`src/rtl/ifu_axi_fetch.sv`:
```
// Instruction fetch unit: issues one AXI4-Lite read per instruction and hands the word to decode.
// Redirects arriving after a read has been issued are deferred until that read's response drains.
module ifu_axi_fetch #(
  parameter logic [31:0] RESET_PC = 32'h8000_0000
) (
  input  logic        clk,
  input  logic        rst,
  // AXI4-Lite read address channel
  output logic [31:0] araddr,
  output logic        arvalid,
  input  logic        arready,
  // AXI4-Lite read data channel
  input  logic [31:0] rdata,
  input  logic [1:0]  rresp,
  input  logic        rvalid,
  output logic        rready,
  // AXI4-Lite write channels (unused by fetch)
  output logic [31:0] awaddr,
  output logic        awvalid,
  input  logic        awready,
  output logic [31:0] wdata,
  output logic [3:0]  wstrb,
  output logic        wvalid,
  input  logic        wready,
  input  logic [1:0]  bresp,
  input  logic        bvalid,
  output logic        bready,
  // Decode-side handshake
  output logic [31:0] out_pc,
  output logic [31:0] out_inst,
  output logic        out_fault,
  output logic        out_valid,
  input  logic        out_ready,
  // Redirect from execute
  input  logic        redir_valid,
  input  logic [31:0] redir_target
);

  typedef enum logic [1:0] {
    StIdle,
    StAr,
    StR,
    StOut
  } state_e;

  state_e      r_state;
  logic [31:0] r_pc;
  logic        r_discard;
  logic [31:0] r_pend;
  logic [31:0] r_out_pc;
  logic [31:0] r_out_inst;
  logic        r_out_fault;

  state_e      w_state_d;
  logic [31:0] w_pc_d;
  logic        w_discard_d;
  logic [31:0] w_pend_d;
  logic [31:0] w_out_pc_d;
  logic [31:0] w_out_inst_d;
  logic        w_out_fault_d;

  logic        w_ar_fire;
  logic        w_r_fire;
  logic        w_out_fire;
  logic        w_resp_err;

  assign arvalid   = (r_state == StAr);
  assign rready    = (r_state == StR);
  assign out_valid = (r_state == StOut);
  assign araddr    = r_pc;
  assign out_pc    = r_out_pc;
  assign out_inst  = r_out_inst;
  assign out_fault = r_out_fault;

  assign awaddr  = 32'h0;
  assign awvalid = 1'b0;
  assign wdata   = 32'h0;
  assign wstrb   = 4'h0;
  assign wvalid  = 1'b0;
  assign bready  = 1'b1;

  logic w_unused;
  assign w_unused = ^{awready, wready, bresp, bvalid};

  assign w_ar_fire  = arvalid && arready;
  assign w_r_fire   = rready && rvalid;
  assign w_out_fire = out_valid && out_ready;
  assign w_resp_err = (rresp != 2'b00);

  always_comb begin
    w_state_d     = r_state;
    w_pc_d        = r_pc;
    w_discard_d   = r_discard;
    w_pend_d      = r_pend;
    w_out_pc_d    = r_out_pc;
    w_out_inst_d  = r_out_inst;
    w_out_fault_d = r_out_fault;

    case (r_state)
      StIdle: begin
        w_state_d = StAr;
        if (redir_valid) begin
          w_pc_d = redir_target;
        end
      end

      StAr: begin
        // araddr is already on the bus, so the redirect waits for this read to drain
        if (redir_valid) begin
          w_discard_d = 1'b1;
          w_pend_d    = redir_target;
        end
        if (w_ar_fire) begin
          w_state_d = StR;
        end
      end

      StR: begin
        if (w_r_fire) begin
          if (redir_valid) begin
            w_pc_d      = redir_target;
            w_discard_d = 1'b0;
            w_state_d   = StAr;
          end else if (r_discard) begin
            w_pc_d      = r_pend;
            w_discard_d = 1'b0;
            w_state_d   = StAr;
          end else begin
            w_out_pc_d    = r_pc;
            w_out_inst_d  = w_resp_err ? 32'h0 : rdata;
            w_out_fault_d = w_resp_err;
            w_state_d     = StOut;
          end
        end else if (redir_valid) begin
          w_discard_d = 1'b1;
          w_pend_d    = redir_target;
        end
      end

      StOut: begin
        // A redirect beats pc+4 even when the handshake completes this cycle
        if (redir_valid) begin
          w_pc_d    = redir_target;
          w_state_d = StAr;
        end else if (w_out_fire) begin
          w_pc_d    = r_pc + 32'd4;
          w_state_d = StAr;
        end
      end

      default: begin
        w_state_d = StIdle;
      end
    endcase
  end

  always_ff @(posedge clk or posedge rst) begin
    if (rst) begin
      r_state     <= StIdle;
      r_pc        <= RESET_PC;
      r_discard   <= 1'b0;
      r_pend      <= 32'h0;
      r_out_pc    <= 32'h0;
      r_out_inst  <= 32'h0;
      r_out_fault <= 1'b0;
    end else begin
      r_state     <= w_state_d;
      r_pc        <= w_pc_d;
      r_discard   <= w_discard_d;
      r_pend      <= w_pend_d;
      r_out_pc    <= w_out_pc_d;
      r_out_inst  <= w_out_inst_d;
      r_out_fault <= w_out_fault_d;
    end
  end

endmodule

```
`config.mk`:
```
export PLATFORM = sky130hd
export DESIGN_NAME = ifu_axi_fetch
export DESIGN_NICKNAME = d
export VERILOG_FILES = /design/src/rtl/ifu_axi_fetch.sv
export SDC_FILE = /design/constraint.sdc
export NUM_CORES = 1
export LEC_CHECK = 0
export ABC_AREA = 1
export CORE_ASPECT_RATIO = 0.6
export CORE_MARGIN = 10
export CORE_UTILIZATION = 30
export DETAILED_ROUTE_END_ITERATION = 12
export DONT_BUFFER_PORTS = 1
export PLACE_DENSITY = 0.4
export SETUP_SLACK_MARGIN = 0.15
export SYNTH_ARGS = -nofsm -noshare
export SYNTH_HDL_FRONTEND = slang
export SYNTH_SLANG_ARGS = --single-unit
```
`constraint.sdc`:
```
create_clock -name clk -period 12.24 [get_ports clk]
set_input_delay 2.448 -clock clk [delete_from_list [all_inputs] [get_ports clk]]
set_output_delay 2.448 -clock clk [all_outputs]
set_load 0.01 [all_outputs]
```
==> results.md, run 1 <==
* Required @ worst endpoint at 12540 ps
* Vias per cell at 4.63
* Wire per inst at 19.6 um
* Seq/Total Area, Yosys at 46.3%
* Post-route DRC at 0
* IR drop worst, VDD at 110 uV
* Worst-path clk slew at 60 ps
* Gate count of the mapped netlist at 886
* Comb power frac at 29.6%
* Area Growth Syn to Fin at 9.88%
* Synth warn at 0
* Die width at 219 um
* Endpoints failing setup at 0
* Mapped cell area at 7140 um^2
* Sw frac at 41.0%
* Final hold violation count at 0
* Total Routed Length at 23.5 mm
* Int Pwr at 1200 uW
* Routed via count at 5551
* Final Util at 33.8%
* CP max stage delay at 580 ps
* Clock Power Share at 30.5%
* Vias in the first global route at 5327
* Async SR Flop Fraction at 100%
* Post-synthesis mux area share at 0.981%
* Filler cell count at 2508
* Slew Viols, Final at 0
* F_max at 234 MHz
* Largest net degree at the start of global routing at 92
* Crit start category: primary input
* Ports at 248
* Final setup TNS at 0 ps
* Share of cells above drive strength 1 at 6.34%
* Num rows at 43
* Total track usage at 15.3%
* Pwr dens at 259 nW/um^2
* HPWL after DPL at 17.5 mm
* CTS hold repair buffers at 0
* RR Startpoint: r_state[0]
* TritonCTS clock tree: done
* Worst path slowest cell: nor3_1
* CTS Root Cell: clkbuf_16
* Drt first pass iters at 5
* Minimum clock period at 4280 ps
* Grt total ovfl at 0
* Reg2Reg Setup Slack at 9140 ps
* Sequential Power Share at 39.9%
* Critical Path Sink: araddr[26]
* Area of the core at 23200 um^2
* Die height at 140 um
* CP most frequent cell: nand2_1
* PortBufs at 0
* Run status: finished clean
* Slew @ Worst Pin at 1060 ps
* Maxcap violations at 0
* 1st-iter DRT viols at 401
* Max Root-Sink Buffers at 2
* Htree depth at 4
* Post-synth EDFFs at 0
* Worst setup EP type: flip-flop
* CTS resizes at 0
* Syn_area_per_cell at 8.06 um^2
* Synth top area cells: dfrtp_1, nand2_1, buf_4
* Clock skew at 8.94 ps
* Compound-Gate Fraction of Synth Area at 18.5%
* Crit path DAT at 4580 ps
* Seq cells post-synth at 132
* Worst Hold Class: flip-flop to flip-flop
* Synth Flop Type: dfrtp_1
* Routability Congestion at 0.834
* Setup CP Type: primary input to flip-flop
* Post-Synth Simple-Gate Area at 18.6%
* Unrepaired setup endpoints after global routing: false
* Final nets at 953
* Diodes inserted at 0
* Worst-Skew Late Latency at 440 ps
* Normalized max-slew margin at 29.5%
* Crit path cell chain: inv_2, nand2_1, o21ai_2, nor2_1, nand2_1, nor3_1, a21oi_1
* Pleak at 0.00375 uW
* Sw Pwr at 833 uW
* Xor/xnor cell area share of the yosys netlist at 0%
* Sink Count at 132
* Crit path from: redir_valid
* First-pass GRT wire length at 35.3 mm
* Cell taking the most area after synthesis: dfrtp_1
* Placed cells at 1166
* Yosys top cell area share at 45.9%
* FF-to-FF path depth at 7
* Reg2reg end: araddr[26]
* Initial Util at 30.7%
* Adder-Cell Fraction of Synth Area at 1.05%
* DIE AREA at 30600 um^2
* Final period util at 34.9%
* Routed Antenna Nets at 0
* Num CTS Buffers at 17
* CP max FO at 58
* Postcts setup bufs at 0
* Largest family of logic cells by synthesized area: simple AND/OR/NAND/NOR gates
* Count of cell types in the netlist at 37
* Finished Layout Cells at 1198
* Initial antenna violation count at 0
[worst min path at each step]
stage | startpoint | endpoint | cells past startpoint
finish | r_pend[0] | r_pend[0] | 2
global route | r_pend[17] | r_pend[17] | 2
CTS | r_pend[1] | r_pend[1] | 2
detailed placement | r_pend[1] | r_pend[1] | 2
global placement | r_pend[0] | r_pend[0] | 2
floorplan | r_pend[0] | r_pend[0] | 2
[per-layer routing]
layer / track usage (%) / wire length, um
met5: 0 / 0
met4: 4.26 / 236
met3: 6.02 / 2140
met2: 22.0 / 10300
met1: 20.6 / 10800
[logic make-up after synthesis]
kind of cell	after synthesis
simple gates	326
compound gates	217
buf+inv	196
flops	132
mux	7
fa+ha+maj	6
other cells	2
[cell type report]
| class | count | area, um^2 | share of cell area, % |
|---|---|---|---|
| flip-flops and latches | 132 | 3300 | 42.1 |
| multi-input cells | 627 | 3070 | 39.1 |
| clock buffers | 19 | 453 | 5.77 |
| well taps | 315 | 394 | 5.02 |
| inverters | 87 | 333 | 4.24 |
| clock inverters | 13 | 253 | 3.22 |
| repair buffers | 5 | 37.5 | 0.478 |
[critical path: cells and delay by family]
family / cells / cell delay [ps]
compound gates: 2 / 310
simple gates: 4 / 1690
buf+inv: 1 / 80
[layout by cell type (no fill, tap or decap), types with 3 or more instances in the layout]
master | netlist | final
o21ai_0 | 98 | 98
bufinv_16 | 0 | 7
ha_1 | 6 | 6
dfrtp_1 | 131 | 131
nor3_1 | 11 | 11
buf_4 | 73 | 5
mux2i_1 | 7 | 7
nand2_1 | 191 | 191
clkbuf_16 | 0 | 17
a22oi_1 | 6 | 6
nand3_1 | 28 | 28
a21boi_0 | 10 | 10
nor2_1 | 83 | 83
inv_1 | 82 | 81
nor2_2 | 4 | 4
a31oi_1 | 5 | 5
clkinv_2 | 1 | 3
inv_2 | 3 | 3
a21oi_1 | 43 | 43
conb_1 | 2 | 71
a22o_1 | 46 | 46
nand2_2 | 3 | 3
[power by group through the flow]
stage	Combinational (uW)	Clock, uW	Sequential [uW]
6_report	602	620	811
5_1_grt	707	652	842
4_1_cts	615	636	818
3_5_place_dp	614	0	825
3_3_place_gp	610	0	827
2_1_floorplan	489	0	743
[sequential cells by signal (all words and copies together), names as in the netlist]
name and cells:
r_state 2, r_pend 32, out_inst 32, araddr 32
out_fault 1, out_pc 32, r_discard 1
[through the flow]
stage / area, um^2 / hold slack (ps) / setup slack [ps] / total power (uW)
6_report: 7850 / 505 / 7960 / 2030
5_1_grt: 7850 / 561 / 7790 / 2200
4_1_cts: 7850 / 501 / 7950 / 2070
3_5_place_dp: 7140 / 485 / 7490 / 1440
3_3_place_gp: 7140 / 484 / 7540 / 1440
2_1_floorplan: 7400 / 454 / 6270 / 1230
[cells in the mapped netlist (2+ instances only)]
cell type and instances:
a21oi_1 43, a22oi_1 6, conb_1 2, nor2_1 83, a21boi_0 10, nand2_2 3
a22o_1 46, o22ai_1 2, buf_2 19, nand3_1 28, nand2_1 191, ha_1 6
nor2_2 4, inv_2 3, mux2i_1 7, o21ai_1 2, nor3_1 11, dfrtp_1 131
nand4_1 2, clkbuf_1 16, buf_4 73, inv_1 82, a31oi_1 5, o21ai_0 98
No activity file was read; power rests on OpenSTA's default activity.
==> run 2, diff against run 1 <==
--- a/config.mk
+++ b/config.mk
@@ -11,7 +11,7 @@
 export CORE_UTILIZATION = 30
 export DETAILED_ROUTE_END_ITERATION = 12
 export DONT_BUFFER_PORTS = 1
-export PLACE_DENSITY = 0.4
+export PLACE_DENSITY = 0.41
 export SETUP_SLACK_MARGIN = 0.15
 export SYNTH_ARGS = -nofsm -noshare
 export SYNTH_HDL_FRONTEND = slang
==> constraint.sdc (replaced) <==
create_clock -name clk -period 3.6 [get_ports clk]
set_input_delay 0.72 -clock clk [delete_from_list [all_inputs] [get_ports clk]]
set_output_delay 0.72 -clock clk [all_outputs]
set_load 0.01 [all_outputs]
==> results.md, run 2 (same netlist as run 1, synthesis figures left out) <==
* Vias in the first global route at 5383 (+1.1%)
* Routed via count at 5623 (+1.3%)
* PortBufs at 0 (unchanged)
* Clock skew at 8.92 ps (-0.0218 ps)
* Postcts setup bufs at 0 (unchanged)
* Sink Count at 132 (unchanged)
* Worst-Skew Late Latency at 430 ps (about the same)
* Routed Antenna Nets at 0 (unchanged)
* Diodes inserted at 0 (unchanged)
* Worst Hold Class: primary input to async pin
* Largest net degree at the start of global routing at 70 (-24%)
* CTS resizes at 0 (unchanged)
* HPWL after DPL at 18.0 mm (+2.9%)
* Comb power frac at 31.4% (+1.8 points)
* F_max at 382 MHz
* Final setup TNS at 0 ps (unchanged)
* Post-route DRC at 0 (unchanged)
* DIE AREA at 30600 um^2 (unchanged)
* Placed cells at 1176 (+0.86%)
* Crit path cell chain: ha_1, nand2_1, o21ai_2, nor2_1, nand2_1, buf_4, nor3_1, a21oi_1
* Final hold violation count at 0 (unchanged)
* Htree depth at 4 (unchanged)
* Sequential Power Share at 41.2% (+1.3 points)
* Routability Congestion at 0.847 (+1.6%)
* Run status: finished clean
* Max Root-Sink Buffers at 2 (unchanged)
* Worst setup EP type: flip-flop
* Commonest non-fill, non-tap cells in the layout: nand2_1, dfrtp_1, o21ai_0
* Slew @ Worst Pin at 885 ps (-172 ps)
* Share of cells above drive strength 1 at 7.05% (+0.71 points)
* Minimum clock period at 2620 ps
* Total Routed Length at 23.5 mm (-0.10%)
* Worst path slowest cell: nand2_1
* Normalized max-slew margin at 40.9% (+11 points)
* Pwr dens at 853 nW/um^2 (+230%)
* CP max stage delay at 460 ps (-120 ps)
* Required @ worst endpoint at 3960 ps (-8580 ps)
* Maxcap violations at 0 (unchanged)
* Sw Pwr at 2820 uW (+240%)
* Clock Power Share at 27.4% (-3.1 points)
* Worst-path clk slew at 60 ps (about the same)
* Setup CP Type: flip-flop to flip-flop
* Crit start category: flip-flop
* Endpoints failing setup at 0 (unchanged)
* Filler cell count at 2475 (-1.3%)
* Total track usage at 15.2% (-0.13 points)
* Initial Util at 30.7% (unchanged)
* IR drop worst, VDD at 340 uV (+210%)
* Num CTS Buffers at 17 (unchanged)
* Most common cell after layout, fill and taps aside: nand2_1
* Wire per inst at 19.5 um (-0.93%)
* Die width at 219 um (unchanged)
* Vias per cell at 4.65 (+0.46%)
* CTS Root Cell: clkbuf_16
* TritonCTS clock tree: done
* CP max FO at 23 (-60%)
* Area of the core at 23200 um^2 (unchanged)
* CTS hold repair buffers at 0 (unchanged)
* CP most frequent cell: nand2_1
* Crit path DAT at 2980 ps (-1600 ps)
* Slew Viols, Final at 0 (unchanged)
* Grt total ovfl at 0 (unchanged)
* 1st-iter DRT viols at 421 (+5.0%)
* Int Pwr at 3870 uW (+220%)
* Die height at 140 um (unchanged)
* Unrepaired setup endpoints after global routing: false
* Ports at 248 (unchanged)
* Pleak at 0.00375 uW (+0.11%)
* Num rows at 43 (unchanged)
* Final period util at 72.8%
* Initial antenna violation count at 0 (unchanged)
* Final nets at 963 (+1.0%)
* Area Growth Syn to Fin at 9.81% (about the same)
* Sw frac at 42.2% (+1.2 points)
* Drt first pass iters at 4 (-1)
* First-pass GRT wire length at 35.0 mm (-0.86%)
* Finished Layout Cells at 1208 (+0.83%)
-- run 2: cell count changes in the layout (fill, tap and decap cells not counted) --
cell and delta:
clkbuf_1 +3, clkinv_4 -2, buf_12 +1, buf_4 +9, clkbuf_8 +2, inv_6 -1, clkinvlp_4 +2, bufinv_16 -4
-- run 2: final cells by class --
type | count | area, um^2 | area share [%]
inverter | 87 | 332 | 4.23
sequential | 132 | 3300 | 42.1
clock inverter | 8 | 123 | 1.56
multi-input combinational | 627 | 3070 | 39.2
timing repair buffer | 15 | 125 | 1.60
clock buffer | 24 | 492 | 6.27
tap | 315 | 394 | 5.03
-- run 2: layer usage --
layer	wire (um)	track usage (%)
met1	10800	20.1
met2	10400	22.0
met3	2080	5.93
met4	263	4.77
met5	0	0
-- run 2: metrics by stage --
stage          hold slack (ps)  utilization, %  worst slack (ps)  power (uW)  cell area [um^2]
2_1_floorplan              454               -              1240        4190              7400
3_3_place_gp               486            31.1               986        4920              7230
3_5_place_dp               500            31.1              1010        4930              7230
4_1_cts                    327            33.7               960        6800              7840
5_1_grt                    391            33.7               817        7220              7840
6_report                   330            33.7               981        6690              7840
-- run 2: worst paths after layout --
check | slack [ps] | from | to | depth (start not counted)
hold / removal | 330 | rst | out_pc[2] | 1
setup reg to reg | 980 | r_state[0] | araddr[26] | 8
setup / recovery | 980 | r_state[0] | araddr[26] | 8
hold reg to reg | 510 | r_pend[1] | r_pend[1] | 2
min in group clk | 420 | rdata[1] | out_inst[1] | 1
max in group asynchronous | 2430 | rst | r_pend[25] | 2
-- run 2: worst max-delay path, delay by kind of cell, from the launching register on --
family | cells | cell delay (ps)
fa+ha+maj | 1 | 450
buf+inv | 1 | 310
flops | 1 | 420
simple gates | 4 | 760
compound gates | 2 | 580
-- run 2: power by group through the flow --
stage | Clock [uW] | Sequential, uW | Combinational, uW
5_1_grt | 1930 | 2850 | 2440
3_3_place_gp | 0 | 2810 | 2110
4_1_cts | 1880 | 2780 | 2140
6_report | 1830 | 2750 | 2100
3_5_place_dp | 0 | 2800 | 2130
2_1_floorplan | 0 | 2520 | 1660
